==> src/rtl/sme_host.sv <==
// sme_host: buffers a string and a pattern, streams them to the string match
// engine on start, then returns its result or a watchdog timeout.
// Ports: clk, rst_n, wr_en, wr_sel, wr_data and start come from the controller.
// busy, ovf and res_* go back to the controller. isstring, ispattern and
// chardata drive the SME, and sme_out_valid, sme_match, sme_match_index
// come back from it.
module sme_host #(
  parameter int STR_MAX = 32,
  parameter int PAT_MAX = 8,
  parameter int TIMEOUT = 255
) (
  input  logic       clk,
  input  logic       rst_n,
  input  logic       wr_en,
  input  logic       wr_sel,
  input  logic [7:0] wr_data,
  input  logic       start,
  output logic       busy,
  output logic       ovf,
  output logic       isstring,
  output logic       ispattern,
  output logic [7:0] chardata,
  input  logic       sme_out_valid,
  input  logic       sme_match,
  input  logic [4:0] sme_match_index,
  output logic       res_valid,
  output logic       res_match,
  output logic [4:0] res_index,
  output logic       res_timeout
);

  localparam int SAW = $clog2(STR_MAX);
  localparam int PAW = $clog2(PAT_MAX);
  localparam int WDW = $clog2(TIMEOUT + 1);

  typedef enum logic [2:0] {
    S_IDLE, S_STR, S_PAT, S_WAIT, S_DONE
  } state_t;

  state_t state_q, state_d;

  logic [7:0] str_mem [STR_MAX];
  logic [7:0] pat_mem [PAT_MAX];

  logic [5:0]     idx_q, idx_d;
  logic [WDW-1:0] wd_q, wd_d;
  logic [5:0]     str_len_q, str_len_d;
  logic [3:0]     pat_len_q, pat_len_d;
  logic           new_str_q, new_str_d;
  // Set by a start: the next write to that class begins a fresh buffer.
  logic           str_rst_q, str_rst_d;
  logic           pat_rst_q, pat_rst_d;
  logic           ovf_q, ovf_d;
  logic           busy_q, busy_d;
  logic           iss_q, iss_d;
  logic           isp_q, isp_d;
  logic [7:0]     chr_q, chr_d;
  logic           rv_q, rv_d;
  logic           rm_q, rm_d;
  logic [4:0]     ri_q, ri_d;
  logic           rt_q, rt_d;

  logic           str_we, pat_we;
  logic [SAW-1:0] str_wa;
  logic [PAW-1:0] pat_wa;
  logic [5:0]     idx_nx;

  assign idx_nx = idx_q + 6'd1;

  always_comb begin
    state_d   = state_q;
    idx_d     = idx_q;
    wd_d      = wd_q;
    str_len_d = str_len_q;
    pat_len_d = pat_len_q;
    new_str_d = new_str_q;
    str_rst_d = str_rst_q;
    pat_rst_d = pat_rst_q;
    ovf_d     = ovf_q;
    busy_d    = busy_q;
    iss_d     = 1'b0;
    isp_d     = 1'b0;
    chr_d     = 8'd0;
    rv_d      = 1'b0;
    rm_d      = rm_q;
    ri_d      = ri_q;
    rt_d      = rt_q;
    str_we    = 1'b0;
    pat_we    = 1'b0;
    str_wa    = '0;
    pat_wa    = '0;

    if (wr_en && !busy_q) begin
      if (!wr_sel) begin
        if (str_rst_q) begin
          str_we    = 1'b1;
          str_len_d = 6'd1;
          str_rst_d = 1'b0;
          new_str_d = 1'b1;
        end else if (str_len_q == 6'(STR_MAX)) begin
          ovf_d = 1'b1;
        end else begin
          str_we    = 1'b1;
          str_wa    = str_len_q[SAW-1:0];
          str_len_d = str_len_q + 6'd1;
          new_str_d = 1'b1;
        end
      end else begin
        if (pat_rst_q) begin
          pat_we    = 1'b1;
          pat_len_d = 4'd1;
          pat_rst_d = 1'b0;
        end else if (pat_len_q == 4'(PAT_MAX)) begin
          ovf_d = 1'b1;
        end else begin
          pat_we    = 1'b1;
          pat_wa    = pat_len_q[PAW-1:0];
          pat_len_d = pat_len_q + 4'd1;
        end
      end
    end

    unique case (state_q)
      S_IDLE: begin
        if (start) begin
          ovf_d     = 1'b0;
          new_str_d = 1'b0;
          str_rst_d = 1'b1;
          pat_rst_d = 1'b1;
          busy_d    = 1'b1;
          rm_d      = 1'b0;
          ri_d      = 5'd0;
          rt_d      = 1'b0;
          idx_d     = 6'd0;
          if (pat_len_q == 4'd0) begin
            state_d = S_DONE;
            rv_d    = 1'b1;
            rt_d    = 1'b1;
          end else if (new_str_q && str_len_q != 6'd0) begin
            state_d = S_STR;
            iss_d   = 1'b1;
            chr_d   = str_mem[0];
          end else begin
            state_d = S_PAT;
            isp_d   = 1'b1;
            chr_d   = pat_mem[0];
          end
        end
      end
      S_STR: begin
        if (idx_nx < str_len_q) begin
          idx_d = idx_nx;
          iss_d = 1'b1;
          chr_d = str_mem[idx_nx[SAW-1:0]];
        end else begin
          state_d = S_PAT;
          idx_d   = 6'd0;
          isp_d   = 1'b1;
          chr_d   = pat_mem[0];
        end
      end
      S_PAT: begin
        if (idx_nx < {2'b00, pat_len_q}) begin
          idx_d = idx_nx;
          isp_d = 1'b1;
          chr_d = pat_mem[idx_nx[PAW-1:0]];
        end else begin
          state_d = S_WAIT;
          wd_d    = '0;
        end
      end
      S_WAIT: begin
        // A result in the expiry cycle still beats the watchdog.
        if (sme_out_valid) begin
          state_d = S_DONE;
          rv_d    = 1'b1;
          rm_d    = sme_match;
          ri_d    = sme_match_index;
          rt_d    = 1'b0;
        end else if (wd_q == WDW'(TIMEOUT - 1)) begin
          state_d = S_DONE;
          rv_d    = 1'b1;
          rm_d    = 1'b0;
          ri_d    = 5'd0;
          rt_d    = 1'b1;
        end else begin
          wd_d = wd_q + 1'b1;
        end
      end
      S_DONE: begin
        state_d = S_IDLE;
        busy_d  = 1'b0;
      end
      default: begin
        state_d = S_IDLE;
        busy_d  = 1'b0;
      end
    endcase
  end

  always_ff @(posedge clk) begin
    if (str_we) str_mem[str_wa] <= wr_data;
    if (pat_we) pat_mem[pat_wa] <= wr_data;
  end

  always_ff @(posedge clk or negedge rst_n) begin
    if (!rst_n) begin
      state_q   <= S_IDLE;
      idx_q     <= '0;
      wd_q      <= '0;
      str_len_q <= '0;
      pat_len_q <= '0;
      new_str_q <= 1'b0;
      str_rst_q <= 1'b0;
      pat_rst_q <= 1'b0;
      ovf_q     <= 1'b0;
      busy_q    <= 1'b0;
      iss_q     <= 1'b0;
      isp_q     <= 1'b0;
      chr_q     <= '0;
      rv_q      <= 1'b0;
      rm_q      <= 1'b0;
      ri_q      <= '0;
      rt_q      <= 1'b0;
    end else begin
      state_q   <= state_d;
      idx_q     <= idx_d;
      wd_q      <= wd_d;
      str_len_q <= str_len_d;
      pat_len_q <= pat_len_d;
      new_str_q <= new_str_d;
      str_rst_q <= str_rst_d;
      pat_rst_q <= pat_rst_d;
      ovf_q     <= ovf_d;
      busy_q    <= busy_d;
      iss_q     <= iss_d;
      isp_q     <= isp_d;
      chr_q     <= chr_d;
      rv_q      <= rv_d;
      rm_q      <= rm_d;
      ri_q      <= ri_d;
      rt_q      <= rt_d;
    end
  end

  assign busy        = busy_q;
  assign ovf         = ovf_q;
  assign isstring    = iss_q;
  assign ispattern   = isp_q;
  assign chardata    = chr_q;
  assign res_valid   = rv_q;
  assign res_match   = rm_q;
  assign res_index   = ri_q;
  assign res_timeout = rt_q;

endmodule

==> config.mk <==
export PLATFORM = sky130hd
export DESIGN_NAME = sme_host
export DESIGN_NICKNAME = d
export VERILOG_FILES = /design/src/rtl/sme_host.sv
export SDC_FILE = /design/constraint.sdc
export NUM_CORES = 1
export LEC_CHECK = 0
export CORE_UTILIZATION = 40
export DETAILED_ROUTE_END_ITERATION = 8
export GPL_TIMING_DRIVEN = 0
export HOLD_SLACK_MARGIN = 0.02
export PLACE_DENSITY = 0.55
export REMOVE_ABC_BUFFERS = 1
export SLEW_MARGIN = 20
export SYNTH_ARGS = -nofsm -noshare
export SYNTH_HDL_FRONTEND = slang
export SYNTH_SLANG_ARGS = --single-unit
==> constraint.sdc <==
create_clock -name clk -period 3.3 [get_ports clk]
set_input_delay 0.66 -clock clk [delete_from_list [all_inputs] [get_ports clk]]
set_output_delay 0.66 -clock clk [all_outputs]
set_load 0.01 [all_outputs]
### After elaboration in Yosys (flattened, before gate mapping)

Memories as Yosys holds them, arrays and structs flattened.
Cells that the tools add are included.

| storage, ports and cells | value |
|---|---|
| register bits | 50 |
| memory bits (writable) | 320 |
| bits of input ports | 20 |
| word-level logic and storage cells | 157 |
| memories kept | 2 |

| operators by class | value |
|---|---|
| add/sub/neg operators | 4 |
| magnitude comparators | 2 |
| equality and inequality tests | 15 |
| multiplexer cells | 98 |
| bitwise operators | 2 |
| reduce and logical (&&, ||, !) cells | 17 |

Memories:

| memory | words | width | read ports | clocked after Yosys merged registers in | write ports | line | text |
|---|---|---|---|---|---|---|---|
| str_mem | 32 | 8 | 2 | 0 | 1 | 42 | `logic [7:0] str_mem [STR_MAX];` |
| pat_mem | 8 | 8 | 2 | 0 | 1 | 43 | `logic [7:0] pat_mem [PAT_MAX];` |

Operators by type and width:

| kind | count |
|---|---|
| 2-to-1 mux 8 bit | 8 |
| 2-to-1 mux 1 bit | 54 |
| 2-to-1 mux 5 bit | 7 |
| 2-to-1 mux 3 bit | 10 |
| 2-to-1 mux 6 bit | 5 |
| case mux 8 bit (3 select lines) | 1 |
| case mux 6 bit (3 select lines) | 1 |
| != test 2 bit (second input constant) | 8 |
| case mux 8 bit (2 select lines) | 1 |
| adder 6 x 1 -> 6 bit (second input constant) | 2 |
| case mux 3 bit (4 select lines) | 1 |
| AND reduction 3 bit | 4 |
| case mux 1 bit (2 select lines) | 5 |
| case mux 5 bit (2 select lines) | 1 |
| adder 8 x 1 -> 8 bit (second input constant) | 1 |
| == test 8 bit (second input constant) | 1 |
| 2-to-1 mux 4 bit | 2 |
| AND reduction 4 bit | 2 |
| == test 3 x 2 -> 1 bit (second input constant) | 2 |
| == test 6 bit (second input constant) | 1 |
| < comparator 6 x 4 -> 1 bit | 1 |
| < comparator 6 bit | 1 |
| nonzero test 6 bit | 1 |
| adder 4 x 1 -> 4 bit (second input constant) | 1 |
| other kinds (14) | 17 |

### Longest topological paths before layout

| depth | value |
|---|---|
| depth after elaboration | 7 |
| mapped depth | 13 |
| depth with buffers taken out | 11 |

### Worst setup path before layout

Ideal clock, no wire load.

| path | value |
|---|---|
| path kind | register to register |
| start | reg idx_q[1] |
| end | reg idx_q[0] |
| setup time | 0.125 ns |
| arrival | 3.020 ns |
| required time | 3.175 ns |
| setup slack | 0.155 ns |
| cell stages (with the launch flop) | 11 |
| period minus slack after synthesis | 3.145 ns |
| cell sequence | dfrtp_1 ha_1 xor2_1 clkbuf_1 ha_1 o21ai_0 o2111ai_2 o21a_4 a2111o_1 buf_6 mux2_4 |

| on the way | value |
|---|---|
| cells in the longest elaborated chain, start to end | 4 |

Ends and longest elaborated chain:

| item | line | text |
|---|---|---|
| start, declared | 45 | `logic [5:0] idx_q, idx_d;` |
| start signal, assigned | 227 | `idx_q <= idx_d;` |
| adder 6 x 1 -> 6 bit * | 68 | `assign idx_nx = idx_q + 6'd1;` |
| < comparator 6 bit or < comparator 6 x 4 -> 1 bit (tied branches) | 151, 163 |  |
| 2-to-1 mux 6 bit or != test 2 bit (tied branches) | n/a |  |
| case mux 6 bit (3 select lines) or AND reduction 3 bit (tied branches) | n/a |  |

Mark *: on every way between the ends. The rest lies on a longest branch, timed or not.
A chain may end at the register's enable or synchronous reset.

### Worst setup path in the final report

| path | value |
|---|---|
| start | in wr_en |
| end | mem str_mem[18][0], enable pin |

| on the way | value |
|---|---|
| cells in the longest elaborated chain, start to end | 4 |

Ends and longest elaborated chain:

| item | line | text |
|---|---|---|
| start, declared | 14 | `input logic wr_en,` |
| logical AND 1 bit * | 93 | `if (wr_en && !busy_q) begin` |
| 2-to-1 mux 1 bit | 93 |  |
| 2-to-1 mux 1 bit | 202 | `if (str_we) str_mem[str_wa] <= wr_data;` |
| 2-to-1 mux 1 bit (not written as such) | 202 |  |
| end, declared | 42 |  |

Marks and branches as above.

==> results.rst <==
.. list-table::
   :header-rows: 1

   * - Metric
     - Value
   * - Highest net fanout along the worst path
     - 9
   * - CTS tree
     - built
   * - CTS Hold Bufs
     - 0
   * - Setup skew after layout
     - 0.02048 ns
   * - Switching part of the total power
     - 0.2991
   * - Layout fillers
     - approximately 3,100
   * - Maximum number of pins on one net before global-route repair
     - just over 50
   * - PnR Total Power
     - 13.83 mW
   * - Fmax
     - 302.0 MHz
   * - Global placer's final weighted congestion
     - ~0.84
   * - Min setup slack post-route
     - -0.01114 ns
   * - Post-DR wirelength/cell
     - approximately 22 microns
   * - Startpoint type of the worst setup path
     - primary input
   * - Ratio of total power to cell area
     - ~780 mW/mm^2
   * - Top flip-flop cell by instance count after synthesis
     - sky130_fd_sc_hd__edfxtp_1
   * - Unique cell type count in the Yosys netlist
     - 57
   * - Most frequent cells in the layout
     - sky130_fd_sc_hd__edfxtp_1, sky130_fd_sc_hd__nand2_1, sky130_fd_sc_hd__mux4_2
   * - Number of instances in the synthesized netlist
     - 870
   * - Average instance area after synthesis
     - 17.43 sq um
   * - Worst setup slack after placement
     - -1.818 ns
   * - Post-place instance area
     - 0.01613 sq mm
   * - Num ports
     - 40
   * - Status
     - finished with violations
   * - Setup repair after global routing missed its margin
     - true
   * - Critical Path AT
     - between 3 and 4 ns
   * - Count of standard-cell rows
     - 70
   * - Final setup violation count
     - 21
   * - Number of buffers added on ports
     - 39
   * - Root buf cell
     - sky130_fd_sc_hd__clkbuf_16
   * - Psw
     - between 4 and 5 mW
   * - Vertical die dimension
     - between 150 and 200 microns
   * - Post-synthesis to final-layout area growth
     - 17.55%
   * - Max_cap viols
     - 0
   * - Final wirelength
     - ~33,000 microns
   * - Number of sinks handled by clock tree synthesis
     - between 300 and 400
   * - Wire length of the first global-routing pass
     - just over 50,000 microns
   * - Clock network fraction of design power
     - 0.307
   * - Data required time of the critical path
     - 3.50 ns
   * - Violations in the final reports
     - negative setup slack
   * - Async set-or-reset flop fraction in the synthesized netlist
     - 0.1351
   * - CP Capture Type
     - register
   * - Placed wire-length estimate after detailed placement
     - roughly 20,000 microns
   * - Crit path buf inv count
     - 1
   * - Most common library cell in the layout ignoring fill and taps
     - sky130_fd_sc_hd__edfxtp_1
   * - Leakage power of the design
     - around 5.8 nW
   * - Latest clock arrival within the worst-skew pair
     - between 0.5 and 0.6 ns
   * - Flip-flop and latch count after synthesis
     - 370
   * - Remaining DRCs
     - 0
   * - Maximum resistive drop on vdd
     - approximately 0.45 mV
   * - Post-synth EDFFs
     - 320
   * - Hold Crit Class
     - primary input to asynchronous set/reset pin
   * - Worst-Margin Slew
     - 0.8798 ns
   * - Worst slew margin
     - 0.4095
   * - Proportion of layout cells with a drive suffix above 1
     - 0.2433
   * - Final-layout worst hold slack
     - between 0.15 and 0.2 ns
   * - Starting utilization of the core area
     - 0.4102
   * - Critical path's slowest cell
     - sky130_fd_sc_hd__nand3_2
   * - DRC marker count from the first detailed-route iteration
     - a little under 600
   * - Minimum clock period
     - around 3.3 ns
   * - Antenna violations before repair
     - 0
   * - Register area
     - between 0.01 and 0.015 sq mm
   * - Depth of the CTS H-tree
     - 2
   * - GRT Util Overall
     - 0.1762
   * - Antenna viol nets, final
     - 0
   * - Number of buffers on the longest clock path
     - 3
   * - Chip Width
     - ~200 microns
   * - Synthesized area
     - between 0.015 and 0.02 sq mm
   * - Core region area
     - around 0.037 sq mm
   * - Critical Path Max Stage Delay
     - around 0.58 ns
   * - Final hold violation count
     - 0
   * - Cell type group with the largest total delay on the critical path
     - simple AND/OR/NAND/NOR gates
   * - Total Nets Final
     - between 900 and 1,000
   * - Via count of the first global-routing pass
     - between 8,000 and 9,000
   * - Sequence of cells on the critical path
     - clkdlybuf4s50_1 -> nor2b_1 -> nor2b_2 -> nand2_1 -> nor2_1 -> nand3_2 -> nor2_4
   * - Flop pwr share
     - 0.406
   * - Vias per inst
     - between 5 and 6
   * - Internal power component
     - between 9 and 10 mW
   * - Clock buffer count from CTS
     - 40
   * - Total number of yosys warnings
     - 0
   * - Combinational power share
     - 0.287
   * - TNS Setup
     - -0.1402 ns
   * - Combined area of the multi-input logic cells
     - 0.004365 sq mm
   * - Diodes inserted
     - 0
   * - Clock slew at the register clock pins of the worst setup and hold paths
     - ~0.060 ns
   * - Die outline area
     - around 0.039 sq mm
   * - Number of vias in the routed layout
     - roughly 8,000
   * - Final worst path period share
     - 1.003
   * - First drt pass iteration count
     - 5
   * - Sequential share of the synthesized area
     - 0.7163
   * - Critical path class
     - primary input to register
   * - Number of pins with negative max-slew slack in the final report
     - 0
   * - Final Cell Area
     - between 0.015 and 0.02 sq mm
   * - Sum of overflow across all layers after global routing
     - 0
[worst register-to-register path: cells and delay by family, from the launching register on]
family | cells | cell delay (ns)
buffers and inverters | 1 | 0.16
AOI/OAI and AO/OA | 4 | 1.25
adders and majority gates | 2 | 0.75
DFF | 1 | 0.54
muxes | 1 | 0.35
[synthesized netlist by cell type (all sizes together), types with 3 or more instances]
cell type / instances / area [sq um]
o22ai: 8 / 50.05
buf: 21 / 131.4
a222oi: 8 / 80.08
nand2: 83 / 314.1
nand4: 7 / 43.79
a22o: 7 / 61.31
a21o: 4 / 30.03
edfxtp: 320 / 9609
mux2i: 10 / 100.1
nor3: 17 / 85.08
ha: 15 / 187.7
o21ai: 21 / 105.1
dfrtp: 50 / 1251
mux2: 13 / 157.7
or3: 5 / 31.28
or2: 3 / 18.77
a211oi: 3 / 27.52
a21oi: 17 / 85.08
nor2: 56 / 210.2
clkbuf: 18 / 67.56
a32oi: 7 / 61.31
mux4: 82 / 1847
nor2b: 3 / 18.77
inv: 19 / 71.32
nand3: 38 / 195.2
xor2: 5 / 51.30
o21a: 5 / 45.04
[flip-flops by register name (all words and copies together) (netlist names), 4 cells and up]
signal,count
wd_q,8
pat_len_q,4
chardata,8
idx_q,6
pat_mem,64
str_len_q,6
res_index,5
str_mem,256
[cell type report]
class | instances | area share
repair buffers | 62 | 0.03580
multi-input cells | 443 | 0.2449
inverters | 19 | 0.004423
repair inverters | 1 | 0.0003510
well taps | 504 | 0.03538
clock buffers | 56 | 0.06066
flip-flops and latches | 370 | 0.6097
clock inverters | 15 | 0.008776
[through the flow]
stage / cells / util
after CTS: 1466 / 0.4787
final: 1470 / 0.4822
after global placement: 1374 / 0.4324
after global routing: 1470 / 0.4822
after floorplan: 831 / -
after detailed placement: 1380 / 0.4364
[repair_timing]
| item | 4_1_cts | 5_1_grt |
|---|---|---|
| cloned | 3 | 0 |
| pin swaps | 7 | 4 |
| setup buffers | 12 | 4 |
| gates resized for setup | 46 | 20 |
| setup endpoints to repair | 218 | 205 |
| endpoints found under the hold margin | 0 | 0 |
[kinds of logic after synthesis]
| logic type | count (synthesis) | share of synthesized area |
|---|---|---|
| DFF | 370 | 0.7163 |
| and+or+nand+nor | 224 | 0.06627 |
| muxes | 105 | 0.1388 |
| AOI/OAI and AO/OA | 93 | 0.04498 |
| buffers and inverters | 58 | 0.01783 |
| adders and majority gates | 15 | 0.01238 |
| xor gates and xnor gates | 5 | 0.003384 |
[power by group through the flow]
stage	registers [mW]	logic, mW	clock network, mW
2_1_floorplan	5.81	2.58	0
3_3_place_gp	5.91	3.46	0
3_5_place_dp	5.74	3.72	0
4_1_cts	5.61	4.00	4.33
5_1_grt	5.65	4.32	4.52
6_report	5.62	3.97	4.24
[final timing paths]
kind | startpoint | to | slack [ns] | cells after the start
setup reg to reg | idx_q[0] | idx_q[1] | 0.14 | 8
max in group asynchronous | rst_n | idx_q[0] | 2.56 | 1
setup / recovery | wr_en | str_mem[18][0] | -0.01 | 7
min in group clk | wr_data[3] | pat_mem[4][3] | 0.36 | 1
hold / removal | rst_n | chardata[0] | 0.18 | 1
hold reg to reg | res_index[4] | res_index[4] | 0.50 | 1
[layer usage]
metal	track usage	share of wire	vias to the layer above
met4	0.04996	0.022	0
met5	0	0	-
met3	0.02892	0.048	42
met2	0.2719	0.46	226
li1	-	-	3613
met1	0.2592	0.47	4096
No activity file was read; power rests on OpenSTA's default activity.
==> RTL change 1: new RTL, config.mk and constraints unchanged <==
The parameter `PAT_MAX` goes from 8 to 16.
--- a/src/rtl/sme_host.sv
+++ b/src/rtl/sme_host.sv
@@ -8,3 +8,3 @@
   parameter int STR_MAX = 32,
-  parameter int PAT_MAX = 8,
+  parameter int PAT_MAX = 16,
   parameter int TIMEOUT = 255
Formal check against the unedited RTL: not equivalent (Yosys sat finds a counterexample within 4 cycles, from zero or initial values and one cycle with rst_n low).
==> RTL change 1 against the original RTL <==
  * The flow still finishes with violations (negative setup slack)
  * Via count is 12% higher
  * Routed wire length increased by 20%
  * Utilization is 0.78 points lower
  * Final area increased by 15%
  * Power up 15%
  * Sequential cell count is 64 higher
  * Worst setup slack about the same
  * Synthesized area rose by 15%
  * Clock power up 23%
  * Critical path type unchanged
  * Largest cell class unchanged
==> RTL change 1: results (changes against the original RTL) <==
Violated checks = negative setup slack
Top Registers = str_mem (256), pat_mem (128)
Avg Cell Area, Syn = 18.9 um^2 (+8.4%)
Final setup skew = 24.2 ps (+3.69 ps)
WP data arrival = 3500 ps (about the same)
Synth Area in XOR/XNOR = 0.336% (-0.0025 points)
Fin cells = 1,625 (+11%)
CTS Buf Count = 47 (+18%)
Slowest cell on crit path = nor2_1
Max VDD drop = 450 uV (+0.28%)
Async S/R FF share, synth = 11.5% (-2.0 points)
Most frequent cells after synthesis = edfxtp_1, mux4_2, nor2_1
Post-synth EDFFs = 384 (+20%)
Post-placement cell count = 1,528 (+11%)
Status = finished with violations
Setup Viol. Count Final = 4 (-81%)
Via count = 8,919 (+12%)
Compound-Gate Fraction of Synth Area = 5.33% (+0.83 points)
Synth Area in Adders = 1.07% (-0.17 points)
CP Max Fanout = 8 (-1)
Ranking of synthesized cells by area = edfxtp_1, mux4_2, dfrtp_1
Worst Slack Setup Final = -10.8 ps (+0.368 ps)
First-iteration detailed-routing DRC count = 713 (+22%)
Gr usage total = 18.1% (+0.47 points)
Netlist cell types = 58 (+1.8%)
Share of layout cells above drive strength 1 = 24.5% (+0.19 points)
GP Congestion = 0.782 (-7.0%)
First-pass GRT wire length = 58,200 um (+15%)
Post-synthesis mux area share = 13.7% (-0.18 points)
Vias in the first global route = 9,140 (+13%)
Sequential area share after synthesis = 73.0% (+1.4 points)
CP peak stage delay = 850 ps (+270 ps)
Routed WL = 39,400 um (+20%)
Final net count = 1,039 (+6.9%)
-- RTL change 1: cell count changes in the layout (fill, tap and decap cells not counted), sizes merged, moves of 9 or more --
cell	change
o21ai	+11
mux2i	-10
nand2	-45
mux4	+23
a22oi	+21
a22o	+16
edfxtp	+64
nor2	+17
nor3	-9
nand3	-19
mux2	-10
-- RTL change 1: what timing repair did --
| action | 4_1_cts | 5_1_grt |
|---|---|---|
| endpoints found under the setup margin | 37 | 188 |
| setup buffers | 2 | 9 |
| gates resized for setup | 13 | 15 |
| pin swaps | 1 | 2 |
| gates cloned | 0 | 1 |
-- RTL change 1: through the flow --
step | cell area [um^2] | hold slack (ps) | worst slack, ps | power (mW) | setup TNS [ps]
CTS | 20300 | 132 | -14.2 | 16.0 | -42.9
detailed placement | 18700 | 482 | -845 | 10.7 | -117120
global placement | 18400 | 463 | -8970 | 10.5 | -361870
finish | 20500 | 145 | -10.8 | 15.9 | -33.4
global route | 20500 | 185 | -214 | 16.6 | -20200
floorplan | 17300 | 364 | -4750 | 9.43 | -118690
-- RTL change 1: path summary, 6_finish.rpt --
path                             startpoint        endpoint  slack, ps  depth (start not counted)
min in group clk                 wr_data[6]  pat_mem[10][6]        370                          1
max in group asynchronous             rst_n        idx_q[0]       2620                          1
worst max register to register         busy  str_mem[31][2]        150                          6
worst max-delay path                  wr_en  str_mem[31][2]        -10                          7
worst min register to register  res_timeout     res_timeout        490                          1
worst min-delay path                  rst_n     chardata[3]        140                          1
-- RTL change 1: report_power, final --
group	total, mW	internal (mW)	switching (mW)
Combinational	4.23	1.99	2.24
Sequential	6.47	6.22	0.256
Clock	5.20	3.08	2.12
-- RTL change 1: worst register-to-register path: stages, from the launching register on --
cell and delay [ps]:
dfrtp_1 400, nor2b_1 260, nor2b_1 290, nand2b_1 230
nor2_1 260, nand3_1 470, nor2_1 860
-- RTL change 1: routing by layer --
metal | GRT usage [%] | up-vias | wire length [um]
li1 | - | 3941 | -
met1 | 25.8 | 4681 | 17900
met2 | 28.1 | 239 | 18400
met3 | 3.79 | 58 | 2240
met4 | 5.20 | 0 | 849
met5 | 0 | - | 0
-- RTL change 1: cell type report --
cell class	instances	area (um^2)
fill	3681	22700
sequential	434	12800
tap	585	732
inverter	17	63.8
timing repair buffer	66	774
clock inverter	23	265
multi-input combinational	438	4600
clock buffer	62	1250
-- RTL change 1: cells by family after synthesis --
group                    count (synthesis)
AND/OR/NAND/NOR                        174
flip-flops                             434
AO/OA/AOI/OAI                          135
buffers and inverters                   56
adder cells (fa/ha/maj)                 15
XOR/XNOR                                 5
multiplexers                           108
==> RTL change 2: new RTL, same flow settings <==
Without the edit above. Make the reset (`rst_n`) synchronous in one clocked block.
--- a/src/rtl/sme_host.sv
+++ b/src/rtl/sme_host.sv
@@ -205,3 +205,3 @@
 
-  always_ff @(posedge clk or negedge rst_n) begin
+  always_ff @(posedge clk) begin
     if (!rst_n) begin
Function: differs if rst_n is asserted again (counterexample within 4 cycles, from zero or initial values and one cycle with rst_n low); with rst_n held inactive, the same outputs for 4 cycles.
==> RTL change 2 against the original RTL <==
  * Maximum frequency fell by 1.5%
  * Worst setup slack got worse by 49 ps
  * Final area rose by 1.9%
  * Highest routed layer unchanged
  * Routed wire length rose by 4.2%
  * Synthesized area rose by 0.57%
  * Synthesized cell count rose by 5.9%
  * The flow still finishes with violations (negative setup slack)
  * Sequential cell count did not move
Power is not compared: it rests on default switching activity, and its combinational part moved more than twofold at a synthesized area within 25%.
==> RTL change 2: results (changes against the original RTL) <==
CTS Buf Count = 41 (+2.5%)
Post-layout util = 48.3% (+0.088 points)
Most frequent cells after synthesis = edfxtp_1, mux4_2, nor2_1
Hold WC Path Type = in -> reg
Vias in the first global route = 8,279 (+2.1%)
Top Registers = str_mem (256), pat_mem (64)
Final net count = 1,008 (+3.7%)
Sequential area share after synthesis = 69.6% (-2.0 points)
Avg Cell Area, Syn = 16.6 um^2 (-5.0%)
Wire per inst = 22.6 um (+1.0%)
Violated checks = negative setup slack
Worst slack at placement = -2240 ps (-422 ps)
Ranking of synthesized cells by area = edfxtp_1, mux4_2, dfxtp_1
Via count = 8,223 (+3.1%)
Worst Slack Setup Final = -60.6 ps (-49.4 ps)
Final HPWL DP = 21,400 um (+7.6%)
Met3 Use GR = 3.35% (+0.45 points)
Initial antenna violation count = 3 (+3)
Gr usage total = 18.3% (+0.64 points)
Netlist cell types = 59 (+3.5%)
Slowest cell on crit path = nor2_2
First-iteration detailed-routing DRC count = 644 (+10%)
Grt met2 use = 29.7% (+2.5 points)
Fin cells = 1,516 (+3.1%)
First-pass GRT wire length = 51,900 um (+2.4%)
DP Area = 16,300 um^2 (+0.99%)
Setup TNS = -445 ps (-305 ps)
Final setup skew = 21.6 ps (+1.07 ps)
Setup Viol. Count Final = 8 (-62%)
Status = finished with violations
WP data arrival = 3540 ps (+30 ps)
GP Congestion = 0.779 (-7.3%)
Async S/R FF share, synth = 0% (-14 points)
Worst slew pin tran = 1190 ps (+313 ps)
Share of layout cells above drive strength 1 = 23.2% (-1.1 points)
CP peak stage delay = 610 ps (+30 ps)
Post-placement cell count = 1,433 (+3.8%)
Met1 Use GR = 24.8% (-1.1 points)
CP Max Fanout = 8 (-1)
==> RTL change 2: path summary, 6_finish.rpt <==
path	endpoint	slack, ps	depth (start not counted)
worst max-delay path	str_mem[21][0]	-60	7
worst min-delay path	str_mem[18][0]	350	1
worst max register to register	chardata[3]	120	13
worst min register to register	res_index[4]	470	1
==> RTL change 2: what timing repair did <==
item	in CTS	in global routing
cloned	1	0
pin swaps	10	0
resized for setup	45	51
endpoints found under the hold margin	0	0
setup buffers	8	0
endpoints found under the setup margin	218	226
==> RTL change 2: layout make-up <==
class | count | area share, %
well taps | 511 | 3.52
diodes | 1 | 0.0138
clock buffers | 49 | 6.05
multi-input cells | 488 | 26.9
flip-flops and latches | 370 | 58.5
clock inverters | 25 | 0.848
inverters | 15 | 0.379
repair buffers | 57 | 3.83
==> RTL change 2: layer usage <==
metal | up-vias | wire [um] | share of wire [%]
met5 | - | 0 | 0
met2 | 194 | 16700 | 49
met1 | 4202 | 15200 | 44
li1 | 3771 | - | -
met3 | 56 | 1550 | 4.5
met4 | 0 | 852 | 2.5
==> RTL change 2: worst max-delay path: cells and delay by family <==
kind                   cells  cell delay [ps]
buffers and inverters      1              450
and+or+nand+nor            6             2410
==> RTL change 2: power by group <==
part           total [mW]  internal, mW  switching (mW)
sequential           5.14          5.11          0.0320
clock                4.28          2.45            1.83
combinational       0.455         0.193           0.262
==> RTL change 2: kinds of logic after synthesis <==
kind of cell               after synthesis  synth area share (%)
DFF                                    370                  69.6
xor gates and xnor gates                10                 0.698
adders and majority gates               15                  1.23
buffers and inverters                   63                  1.94
and+or+nand+nor                        234                  7.30
AOI/OAI and AO/OA                      131                  6.25
muxes                                   98                  13.0
